--- config.mk ---
export PLATFORM = sky130hd
export DESIGN_NAME = nbcac_decoder_pipe_flat
export DESIGN_NICKNAME = d
export VERILOG_FILES = /design/src/rtl/nbcac_decoder_pipe_if.sv /design/src/rtl/nbcac_decoder_pipe.sv /design/src/flat_wrapper.sv
export SDC_FILE = /design/constraint.sdc
export NUM_CORES = 1
export LEC_CHECK = 0
export CAP_MARGIN = 10
export CORE_AREA = 3 3 137 239
export CTS_BUF_LIST = sky130_fd_sc_hd__clkbuf_4
export DETAILED_ROUTE_END_ITERATION = 6
export DIE_AREA = 0 0 140 242
export PLACE_DENSITY = 0.72
export SETUP_SLACK_MARGIN = 0.2
export SYNTH_ARGS = -nofsm -noshare
export SYNTH_HDL_FRONTEND = slang
export SYNTH_SLANG_ARGS = --single-unit
--- constraint.sdc ---
create_clock -name clock -period 17.8 [get_ports clock]
set_clock_uncertainty 0.1 [all_clocks]
set_input_delay 2.67 -clock clock [delete_from_list [all_inputs] [get_ports clock]]
set_output_delay 2.67 -clock clock [all_outputs]
set_load 0.02 [all_outputs]
--- src/rtl/nbcac_decoder_pipe_if.sv ---
// Bus bundle for the pipelined FNS-weighted CAC decoder: input handshake with
// the codeword, output handshake with the decoded word and error flag, plus
// the error-counter clear and readout.
interface nbcac_decoder_pipe_if #(
   parameter int CODE_W   = 29,
   parameter int DATA_W   = 20,
   parameter int ERRCNT_W = 16
);
   logic                in_valid;
   logic                in_ready;
   logic [CODE_W:1]     codein;
   logic                out_valid;
   logic                out_ready;
   logic [DATA_W-1:0]   dataout;
   logic                out_err;
   logic                clr_cnt;
   logic [ERRCNT_W-1:0] err_count;

   // Upstream/downstream side that feeds codewords and consumes results
   modport master (
      output in_valid, codein, out_ready, clr_cnt,
      input  in_ready, out_valid, dataout, out_err, err_count
   );

   // Decoder side
   modport slave (
      input  in_valid, codein, out_ready, clr_cnt,
      output in_ready, out_valid, dataout, out_err, err_count
   );
endinterface

--- src/rtl/nbcac_decoder_pipe.sv ---
// Pipelined Fibonacci-weighted CAC decoder. The codeword is split into PIPE
// contiguous chunks starting at bit 1; each stage adds its chunk's weighted
// bits and forbidden-pattern hits into a running partial sum/error while the
// raw codeword rides along so boundary triples can see their neighbours.
// One global stall (output valid but not taken) freezes every stage.
module nbcac_decoder_pipe #(
   parameter int CODE_W   = 29,
   parameter int DATA_W   = 20,
   parameter int PIPE     = 3,
   parameter int ERRCNT_W = 16
) (
   input logic                 clock,
   input logic                 rst_n,
   nbcac_decoder_pipe_if.slave bus
);

   localparam int CHUNK = (CODE_W + PIPE - 1) / PIPE;
   localparam logic [ERRCNT_W-1:0] CNT_MAX = '1;

   // Weight of bit i is Fib(i+1): 1, 2, 3, 5, 8, ...
   function automatic logic [CODE_W-1:0] fib_weight(input int i);
      logic [CODE_W:0] f_prev;
      logic [CODE_W:0] f_cur;
      logic [CODE_W:0] f_next;
      f_prev = {{CODE_W{1'b0}}, 1'b1};
      f_cur  = {{CODE_W{1'b0}}, 1'b1};
      for (int j = 1; j < i; j++) begin
         f_next = f_prev + f_cur;
         f_prev = f_cur;
         f_cur  = f_next;
      end
      return f_cur[CODE_W-1:0];
   endfunction

   logic              valid_q [PIPE];
   logic [CODE_W:1]   code_q  [PIPE];
   logic [CODE_W-1:0] sum_q   [PIPE];
   logic              err_q   [PIPE];

   logic              valid_d [PIPE];
   logic [CODE_W:1]   code_d  [PIPE];
   logic [CODE_W-1:0] sum_in  [PIPE];
   logic              err_in  [PIPE];
   logic [CODE_W-1:0] sum_d   [PIPE];
   logic              err_d   [PIPE];

   logic [ERRCNT_W-1:0] cnt_q;
   logic                stall;
   logic                out_xfer;

   assign stall    = bus.out_valid & ~bus.out_ready;
   assign out_xfer = bus.out_valid & bus.out_ready;

   assign bus.in_ready  = ~stall;
   assign bus.out_valid = valid_q[PIPE-1];
   assign bus.dataout   = sum_q[PIPE-1][DATA_W-1:0];
   assign bus.out_err   = err_q[PIPE-1];
   assign bus.err_count = cnt_q;

   // Per-stage partial decode: chunk k adds its weights and pattern hits
   always_comb begin
      valid_d[0] = bus.in_valid;
      code_d[0]  = bus.codein;
      sum_in[0]  = '0;
      err_in[0]  = 1'b0;
      for (int k = 1; k < PIPE; k++) begin
         valid_d[k] = valid_q[k-1];
         code_d[k]  = code_q[k-1];
         sum_in[k]  = sum_q[k-1];
         err_in[k]  = err_q[k-1];
      end
      for (int k = 0; k < PIPE; k++) begin
         sum_d[k] = sum_in[k];
         err_d[k] = err_in[k];
         for (int i = 1; i <= CODE_W; i++) begin
            if (i >= k * CHUNK + 1 && i <= (k + 1) * CHUNK && code_d[k][i]) begin
               sum_d[k] = sum_d[k] + fib_weight(i);
            end
         end
         // A triple is owned by the stage holding its lowest bit
         for (int i = 1; i <= CODE_W - 2; i++) begin
            if (i >= k * CHUNK + 1 && i <= (k + 1) * CHUNK &&
                (code_d[k][i +: 3] == 3'b010 || code_d[k][i +: 3] == 3'b101)) begin
               err_d[k] = 1'b1;
            end
         end
      end
      // Range check folded into the last stage once the full sum is known
      if ((sum_d[PIPE-1] >> DATA_W) != '0) begin
         err_d[PIPE-1] = 1'b1;
      end
   end

   // Stage registers: advance together unless the output is stalled
   always_ff @(posedge clock or negedge rst_n) begin
      if (!rst_n) begin
         for (int k = 0; k < PIPE; k++) begin
            valid_q[k] <= 1'b0;
            code_q[k]  <= '0;
            sum_q[k]   <= '0;
            err_q[k]   <= 1'b0;
         end
      end else if (!stall) begin
         for (int k = 0; k < PIPE; k++) begin
            valid_q[k] <= valid_d[k];
            code_q[k]  <= code_d[k];
            sum_q[k]   <= sum_d[k];
            err_q[k]   <= err_d[k];
         end
      end
   end

   // Saturating count of errored words delivered; clear has priority
   always_ff @(posedge clock or negedge rst_n) begin
      if (!rst_n) begin
         cnt_q <= '0;
      end else if (bus.clr_cnt) begin
         cnt_q <= '0;
      end else if (out_xfer && bus.out_err && cnt_q != CNT_MAX) begin
         cnt_q <= cnt_q + 1'b1;
      end
   end

endmodule

--- src/flat_wrapper.sv ---
// flat-port wrapper written by rule: the top's interface ports become plain ports
module nbcac_decoder_pipe_flat 
#(
   parameter int CODE_W   = 29,
   parameter int DATA_W   = 20,
   parameter int PIPE     = 3,
   parameter int ERRCNT_W = 16
)
  (clock, rst_n, bus_in_valid, bus_codein, bus_out_ready, bus_clr_cnt, bus_in_ready, bus_out_valid, bus_dataout, bus_out_err, bus_err_count);
  nbcac_decoder_pipe_if #(.CODE_W(CODE_W), .DATA_W(DATA_W), .ERRCNT_W(ERRCNT_W)) bus_i ();
  input logic clock;
  input logic rst_n;
  input wire logic [$bits(bus_i.in_valid)-1:0] bus_in_valid;
  input wire logic [$bits(bus_i.codein)-1:0] bus_codein;
  input wire logic [$bits(bus_i.out_ready)-1:0] bus_out_ready;
  input wire logic [$bits(bus_i.clr_cnt)-1:0] bus_clr_cnt;
  output wire logic [$bits(bus_i.in_ready)-1:0] bus_in_ready;
  output wire logic [$bits(bus_i.out_valid)-1:0] bus_out_valid;
  output wire logic [$bits(bus_i.dataout)-1:0] bus_dataout;
  output wire logic [$bits(bus_i.out_err)-1:0] bus_out_err;
  output wire logic [$bits(bus_i.err_count)-1:0] bus_err_count;
  assign bus_i.in_valid = bus_in_valid;
  assign bus_i.codein = bus_codein;
  assign bus_i.out_ready = bus_out_ready;
  assign bus_i.clr_cnt = bus_clr_cnt;
  assign bus_in_ready = bus_i.in_ready;
  assign bus_out_valid = bus_i.out_valid;
  assign bus_dataout = bus_i.dataout;
  assign bus_out_err = bus_i.out_err;
  assign bus_err_count = bus_i.err_count;
  nbcac_decoder_pipe #(.CODE_W(CODE_W), .DATA_W(DATA_W), .PIPE(PIPE), .ERRCNT_W(ERRCNT_W)) u_core (.clock(clock), .rst_n(rst_n), .bus(bus_i));
endmodule
Word-level counts from Yosys, hierarchy flattened. Index checks and enable logic that the tools add are counted.

Flip-flop bits (word level): 158.

Add/sub/neg operators: 29. Equality and inequality tests: 55. Mux-type cells: 59. Bitwise gates (word level): 4. Reductions and logical operators: 31.

Operators with widths (count): $mux W29 (28); $eq A3 B2 Y1 const B (27); $eq A3 B3 Y1 const B (27); $add A29 B10 Y29 const B (2); $add A29 B13 Y29 const B (2); $add A29 B15 Y29 const B (2); $add A29 B17 Y29 const B (2); $add A29 B19 Y29 const B (2); $add A29 B2 Y29 const B (2); $add A29 B4 Y29 const B (2); $add A29 B6 Y29 const B (2); $add A29 B8 Y29 const B (2); $mux W16 (2); $add A29 B11 Y29 const B (1); $add A29 B12 Y29 const B (1); $add A29 B14 Y29 const B (1); $add A29 B16 Y29 const B (1); $add A29 B18 Y29 const B (1); $add A29 B20 Y29 const B (1); $add A29 B3 Y29 const B (1); $add A29 B5 Y29 const B (1); $add A29 B7 Y29 const B (1); $add A29 B9 Y29 const B (1); $mux W1 (29); other kinds (8) (37).

Longest topological paths before layout. Gate-level depths: netlist of the first run.

Word-level depth: 20. Depth in mapped cells: 33.

Worst setup path before layout of the first run. Ideal clock, no wire load.

Kind: reg-to-reg. Start point: register u_core.code_q (netlist bit u_core.code_d[20]). End point: register u_core.err_q (netlist bit u_core.bus.out_err). Setup time: 0.135 ns. Arrival time: 7.432 ns. Required time: 17.565 ns. Setup slack: 10.133 ns. Stages on the path, launching flop included: 32. Period minus slack after synthesis: 7.667 ns. Path through: dfrtp_1 buf_2 buf_4 buf_2 and2_1 nor2_1 ha_1 a41o_1 nor3_1 nand2_1 xnor2_1 ha_1 nand2_1 xnor3_1 and3_1 o211ai_1 o22ai_1 o211ai_1 xnor2_1 a2111oi_2 o21ai_0 a211oi_1 xor2_1 a311oi_2 nor3_1 a2111oi_1 a32oi_1 or4_1 nand2_2 xnor2_1 o32ai_2 o221ai_2.

Cells in the longest elaborated chain, start to end: 19. Elaborated cells between the ends (all ways): 29. Those cells by class: 8 x add/sub; 2 x eq/ne; 17 x mux; 2 x reduce/logical.

Ends and longest elaborated chain: from (decl) (line nbcac_decoder_pipe.sv:36) `logic [CODE_W:1] code_q [PIPE];`; from (signal, indexed assignment) (line nbcac_decoder_pipe.sv:106) `code_q[k] <= code_d[k];`; $mux W29 (line nbcac_decoder_pipe.sv:76) `if (i >= k * CHUNK + 1 && i <= (k + 1) * CHUNK && code_d[k][i]) begin`; $add A29 B15 Y29 (line nbcac_decoder_pipe.sv:77) `sum_d[k] = sum_d[k] + fib_weight(i);`; $mux W29 (line nbcac_decoder_pipe.sv:76); $add A29 B16 Y29 (line nbcac_decoder_pipe.sv:77); $mux W29 (line nbcac_decoder_pipe.sv:76); $add A29 B17 Y29 (line nbcac_decoder_pipe.sv:77); $mux W29 (line nbcac_decoder_pipe.sv:76); $add A29 B17 Y29 (line nbcac_decoder_pipe.sv:77); (+3 left out); $add A29 B19 Y29 (line nbcac_decoder_pipe.sv:77); $mux W29 (line nbcac_decoder_pipe.sv:76); $add A29 B19 Y29 (line nbcac_decoder_pipe.sv:77); $mux W29 (line nbcac_decoder_pipe.sv:76); $add A29 B20 Y29 (line nbcac_decoder_pipe.sv:77); $mux W29 (line nbcac_decoder_pipe.sv:76); $reduce_bool A29 Y1 (line nbcac_decoder_pipe.sv:89) `if ((sum_d[PIPE-1] >> DATA_W) != '0) begin`; $mux W1 (*) (line nbcac_decoder_pipe.sv:89); to (signal, indexed assignment) (line nbcac_decoder_pipe.sv:108) `err_q[k] <= err_d[k];`; to (decl) (line nbcac_decoder_pipe.sv:38) `logic err_q [PIPE];`.

Mark *: on every way between the ends. The rest lies on a longest branch, timed or not. A chain may end at the register's enable or synchronous reset.

Worst setup path in the final report of the first run.
Start point: register u_core.sum_q (netlist bit u_core.sum_in[0]). End point: register u_core.err_q (netlist bit u_core.bus.out_err).

Cells in the longest elaborated chain, start to end: 20.

Ends and longest elaborated chain: from (decl) (line nbcac_decoder_pipe.sv:37) `logic [CODE_W-1:0] sum_q [PIPE];`; from (signal, indexed assignment) (line nbcac_decoder_pipe.sv:107) `sum_q[k] <= sum_d[k];`; $add A29 B15 Y29 (line nbcac_decoder_pipe.sv:77); $mux W29 (*) (line nbcac_decoder_pipe.sv:76); $add A29 B15 Y29 (line nbcac_decoder_pipe.sv:77); $mux W29 (*) (line nbcac_decoder_pipe.sv:76); $add A29 B16 Y29 (line nbcac_decoder_pipe.sv:77); $mux W29 (*) (line nbcac_decoder_pipe.sv:76); $add A29 B17 Y29 (line nbcac_decoder_pipe.sv:77); $mux W29 (*) (line nbcac_decoder_pipe.sv:76); (+4 left out); $add A29 B19 Y29 (line nbcac_decoder_pipe.sv:77); $mux W29 (*) (line nbcac_decoder_pipe.sv:76); $add A29 B19 Y29 (line nbcac_decoder_pipe.sv:77); $mux W29 (*) (line nbcac_decoder_pipe.sv:76); $add A29 B20 Y29 (line nbcac_decoder_pipe.sv:77); $mux W29 (*) (line nbcac_decoder_pipe.sv:76); $reduce_bool A29 Y1 (*) (line nbcac_decoder_pipe.sv:89); $mux W1 (*) (line nbcac_decoder_pipe.sv:89).

Marks and branches as above.

==> results of run 1 <==
## cells in the final DEF (no fill, tap or decap), drive strengths merged, types with 11 or more instances in the layout
| cell | instances |
|---|---|
| o21a | 24 |
| a211oi | 25 |
| a21boi | 15 |
| nand3 | 62 |
| a2111oi | 16 |
| ha | 30 |
| nor2 | 151 |
| dfrtp | 100 |
| clkdlybuf4s50 | 71 |
| o31ai | 16 |
| or2 | 15 |
| nand4 | 15 |
| and3 | 17 |
| nand2b | 30 |
| a21o | 23 |
| o211ai | 37 |
| nor3 | 41 |
| or3 | 23 |
| nor2b | 19 |
| mux2 | 12 |
| nand2 | 193 |
| a21oi | 101 |
| and2 | 34 |
| mux2i | 21 |
| xnor3 | 11 |
| nor4 | 19 |
| a211o | 13 |
| xnor2 | 190 |
| o21ai | 126 |
| a31oi | 26 |
| inv | 56 |
| xor2 | 78 |
## flip-flops by register name, summed over array words and instances (netlist names)
name and flops:
u_core.sum_in 30, u_core.code_d 28, u_core.bus.dataout 20, u_core.bus.err_count 16
u_core.err_in 2, u_core.valid_d 2, u_core.bus.out_err 1, u_core.bus.out_valid 1
## through the flow
stage	setup WS [ns]	hold slack, ns	std cells	util (%)
after detailed placement	8.550	0.3557	2200	47.88
after global routing	7.630	0.4137	2216	48.26
after global placement	8.861	0.3405	2200	47.88
after floorplan	10.13	0.3300	1815	-
final	8.491	0.3849	2216	48.26
after CTS	8.572	0.3897	2215	48.25
## routing by layer
layer | wire length [um] | part of all wire (%) | global-route usage [%]
met3 | 845 | 2.2 | 1.718
met5 | 0 | 0 | 0
met2 | 22120 | 57 | 44.74
met1 | 14100 | 36 | 22.35
met4 | 1707 | 4.4 | 10.70
## worst max-delay path by stage
stage,end,slack [ns],cells after the start
after floorplan,u_core.bus.out_err,10.13,31
after global placement,u_core.bus.out_err,8.86,30
after detailed placement,u_core.bus.out_err,8.55,30
after CTS,u_core.bus.out_err,8.57,30
after global routing,u_core.bus.out_err,7.63,30
final,u_core.bus.out_err,8.49,30
## cell families (layout without fill, tap and decap cells)
logic type | Yosys count | in the layout
compound gates | 549 | 549
xor+xnor | 280 | 280
fa+ha+maj | 31 | 31
buf+inv | 142 | 151
flops | 100 | 100
mux | 33 | 33
other cells | 0 | 1
simple gates | 680 | 680
## worst max-delay path: cells and delay by family (launching register included)
kind            cells  cell delay (ns)
simple gates        9             2.30
flops               1             0.65
compound gates     13             3.91
buf+inv             1             0.09
fa+ha+maj           3             0.81
xor+xnor            4             1.35
## area by class of cell
class / count / area [um2]
Antenna cell: 1 / 2.502
Clock buffer: 9 / 67.56
Clock inverter: 6 / 46.29
Fill cell: 3078 / 15960
Inverter: 58 / 219.0
Multi-Input combinational cell: 1573 / 10790
Sequential cell: 100 / 2502
Tap cell: 391 / 489.2
Timing Repair Buffer: 78 / 763.2
==> impl_metrics.tcl, run 1 <==
set metrics [dict create \
    hp-start "u_core.code_d[51]" \
    setup_violations 0 \
    async_flop_share_pct 100.0 \
    synthAdderAreaFrac_pct 2.782 \
    drtPass1Iterations 5 \
    dp_hpwl_mm 31.11 \
    drt_iter0_drc 794 \
    clk_path_buf_depth 2 \
    grt_pass1_wl_mm 63.89 \
    yosys-top-cells-area "dfrtp_1 18%, xnor2_1 12%, nand2_1 5.2%" \
    synthTopCellsByCount "192 x nand2_1, 186 x xnor2_1, 151 x nor2_1" \
    overflow 0 \
    avgSynthCellArea_um2 7.632 \
    clock_latency_ns 0.52 \
    synthCells 1815 \
    synth_edf_count 0 \
    tns_ns 0 \
    synthSimpleGateAreaFrac_pct 24.95 \
    netlist_area_mm2 0.01385 \
    coreArea_mm2 0.03084 \
    synth_most_common_cell "nand2_1" \
    relSlewSlack_pct 38.96 \
    yosys_warnings 0 \
    die_y_um 242 \
    post_dp_cell_area_mm2 0.01477 \
    final_cell_area_mm2 0.01488 \
    drive_gt1_share_pct 5.702 \
    nets 1884 \
    viasPerCell 6.134 \
    yosysTopAreaCell "dfrtp_1" \
    syn-num-nets 1879 \
    arrival_ns 9.64 \
    hold-path-cell-count 2 \
    layout_min_cycle_time_ns 9.309 \
    synth.top_cell.area_share_pct 18.07 \
    num_io_pins 73 \
    die_x_um 140 \
    grt_pass1_vias 13190 \
    initial_utilization_pct 44.91 \
    wl_per_cell_um 17.50 \
    synth-compound-area-share_pct 28.52 \
    vias 13590 \
    cpMaxStageDelayCell "xnor2_1" \
    drc_errors 0 \
    crit_type "reg -> reg" \
    muxShareOfSynthArea_pct 2.493 \
    areaGrowthSynthToFinish_pct 7.452 \
    r2r_start "u_core.sum_in[0]" \
    num_rows 85 \
    timing.critical_path.from "u_core.sum_in[0]" \
    hold_class "reg -> reg" \
    clk_pin_slew_ns 0.18 \
    synth-seq-area-share_pct 18.07 \
    ctsHoldBuffers 0 \
    final_max_slew_viol_count 0 \
    ys_ff_latch 100 \
    slowest_delay_ns 0.79 \
    post_cts_resized 0 \
    antenna_found_initial 1 \
    clockRootBuffer "clkbuf_4" \
    portBuffers 72 \
    worst_pin_slew_ns 0.9090 \
    cts_buffers 9 \
    crit_fanout 15 \
    clkSinkCount 100 \
    r2r_cells 30 \
    ctsHtreeMaxLevel 3 \
    synth_top_family_by_area "compound AO/OA/AOI/OAI gates" \
    period_share_pct 52.30 \
    cts_tree "built" \
    required_ns 18.13 \
    ant_nets 0 \
    rsz0062_at_grt "no" \
    grtUsageTotal_pct 22.24 \
    cts_setup_buffers 0 \
    wl_mm 38.77 \
    hold_end "u_core.code_d[51]" \
    rrSetupSlack_ns 8.49 \
    rr_endpoint "u_core.bus.out_err" \
    end_kind "flip-flop" \
    synth.distinct_cells 114 \
    gp_congestion 0.9466 \
    fp.dieArea_mm2 0.03388 \
    max_freq_ghz 0.1074 \
    timing.max_cap.violations 0 \
    outcome "finished clean" \
    hold_viol 0 \
    ys.flop_type "dfrtp_1" \
    yosys.area_share.xor_xnor_pct 19.13 \
    grt_max_degree 83 \
    crit_path_start_kind "flip-flop" \
]
Power of run 1 is left out: the tool's default activity adds up to more than one toggle a clock period on the data nets, which glitch-free logic cannot reach.
==> inputs of run 2 (changes only) <==
--- a/config.mk
+++ b/config.mk
@@ -10,7 +10,7 @@
 export CTS_BUF_LIST = sky130_fd_sc_hd__clkbuf_4
 export DETAILED_ROUTE_END_ITERATION = 6
 export DIE_AREA = 0 0 140 242
-export PLACE_DENSITY = 0.72
+export PLACE_DENSITY = 0.74
 export SETUP_SLACK_MARGIN = 0.2
 export SYNTH_ARGS = -nofsm -noshare
 export SYNTH_HDL_FRONTEND = slang
==> constraint.sdc (replaced) <==
create_clock -name clock -period 8.4 [get_ports clock]
set_clock_uncertainty 0.1 [all_clocks]
set_input_delay 1.26 -clock clock [delete_from_list [all_inputs] [get_ports clock]]
set_output_delay 1.26 -clock clock [all_outputs]
set_load 0.02 [all_outputs]
==> run 2 against run 1 <==
Against the previous run:
- register-to-register slack got worse by 7.9 ns
- sequential cell count stayed put
- maximum frequency rose by 19%
==> impl_metrics.tcl, run 2 (synthesized netlist as in run 1, its figures left out) <==
set metrics [dict create \
    setup_violations 0 \
    end_kind "flip-flop" \
    hold_end "u_core.code_d[51]" \
    grt_pass1_wl_mm 62.10 \
    grt_pass1_vias 13280 \
    antenna_found_initial 1 \
    required_ns 8.75 \
    clkSinkCount 100 \
    drt-met1-wl_mm 13.50 \
    rr_endpoint "u_core.bus.out_err" \
    r2r_start "u_core.sum_in[3]" \
    period_share_pct 92.83 \
    overflow 0 \
    crit_type "reg -> reg" \
    hold_viol 0 \
    grtUsageTotal_pct 21.57 \
    drive_gt1_share_pct 7.876 \
    crit_buf_inv 4 \
    nets 1900 \
    layout_setup_ws_ns 0.6024 \
    num_io_pins 73 \
    arrival_ns 8.15 \
    post_dp_cell_area_mm2 0.01484 \
    final_max_slew_viol_count 0 \
    drtPass1Iterations 5 \
    ctsHoldBuffers 0 \
    die_x_um 140 \
    clk_path_buf_depth 2 \
    max_freq_ghz 0.1282 \
    wl_met3_um 806 \
    clockRootBuffer "clkbuf_4" \
    cpMaxStageDelayCell "nor4_1" \
    largest_register_ff_count 30 \
    layout_common_cells "192 x nand2_1, 180 x xnor2_1, 151 x nor2_1" \
    drc_errors 0 \
    wl_per_cell_um 16.96 \
    vias 13590 \
    rrSetupSlack_ns 0.60 \
    layout_min_cycle_time_ns 7.798 \
    rsz0062_at_grt "yes" \
    relSlewSlack_pct 33.93 \
    crit_path_start_kind "flip-flop" \
    crit_family "compound AO/OA/AOI/OAI gates" \
    initial_utilization_pct 44.91 \
    top_layer_used "met4" \
    cts_buffers 9 \
    gp_congestion 0.9468 \
    clock_latency_ns 0.51 \
    hp-start "u_core.code_d[51]" \
    ctsHtreeMaxLevel 3 \
    final_cell_area_mm2 0.01523 \
    tns_ns 0 \
    post-place-ws_ns -0.007901 \
    grt_max_degree 102 \
    ant_nets 0 \
    hold_class "reg -> reg" \
    cts_tree "built" \
    hold-path-cell-count 2 \
    portBuffers 72 \
    fp.dieArea_mm2 0.03388 \
    areaGrowthSynthToFinish_pct 9.972 \
    dp_hpwl_mm 30.34 \
    outcome "finished clean" \
    routed-wl-met2_mm 21.53 \
    die_y_um 242 \
    coreArea_mm2 0.03084 \
    r2r_cells 28 \
    drt_iter0_drc 699 \
    crit_fanout 13 \
    slowest_delay_ns 0.67 \
    timing.max_cap.violations 0 \
    final_common_cell "nand2_1" \
    wl_mm 37.87 \
    clk_pin_slew_ns 0.16 \
    num_rows 85 \
    viasPerCell 6.087 \
    worst_pin_slew_ns 0.9910 \
]
run 2: changes by cell type in the layout (fill, tap and decap cells not counted), sizes merged:
cell	delta
buf	+16
bufinv	+1
clkbuf	+1
clkinvlp	-1
run 2: metrics by stage:
step	hold slack, ns	utilization, %	instances
6_report	0.3859	49.39	2233
5_1_grt	0.4217	49.39	2233
4_1_cts	0.3836	48.65	2226
3_5_place_dp	0.3472	48.13	2210
3_3_place_gp	0.3458	48.13	2210
2_1_floorplan	0.3300	-	1815
run 2: what timing repair did:
item | 4_1_cts | 5_1_grt
setup buffers | 0 | 6
resized for setup | 3 | 32
pin swaps | 0 | 7
endpoints found under the setup margin | 2 | 7
run 2: worst max path at each step:
stage / start / endpoint / slack (ns) / depth (start not counted)
after floorplan: u_core.code_d[20] / u_core.bus.out_err / 0.73 / 31
final: u_core.sum_in[3] / u_core.bus.out_err / 0.60 / 28
after global routing: u_core.sum_in[1] / u_core.bus.out_err / 0.05 / 32
after CTS: u_core.sum_in[1] / u_core.bus.out_err / 0.26 / 29
after detailed placement: u_core.sum_in[1] / u_core.bus.out_err / -0.008 / 30
after global placement: u_core.sum_in[1] / u_core.bus.out_err / 0.30 / 30
run 2: area by class of cell:
type | instances | area [um2]
Clock inverter | 6 | 68.82
Fill cell | 3071 | 15610
Tap cell | 391 | 489.2
Clock buffer | 10 | 75.07
Timing Repair Buffer | 94 | 883.3
Sequential cell | 100 | 2505
Inverter | 58 | 219.0
Multi-Input combinational cell | 1573 | 10990
Antenna cell | 1 | 2.502
run 2: worst reg2reg max path: cells and delay by family (launching register included):
| kind | cells | cell delay (ns) |
|---|---|---|
| and+or+nand+nor | 7 | 1.82 |
| adders and majority gates | 1 | 0.22 |
| AOI/OAI and AO/OA | 12 | 3.34 |
| DFF | 1 | 0.62 |
| buffers and inverters | 4 | 0.56 |
| xor gates and xnor gates | 4 | 1.10 |
run 2: per-layer routing:
layer | track usage, % | vias up
met5 | 0 | -
met4 | 11.84 | 0
met3 | 1.659 | 123
met2 | 43.68 | 286
met1 | 20.80 | 6480
li1 | - | 6703
Power of run 2 is left out for the same reason.
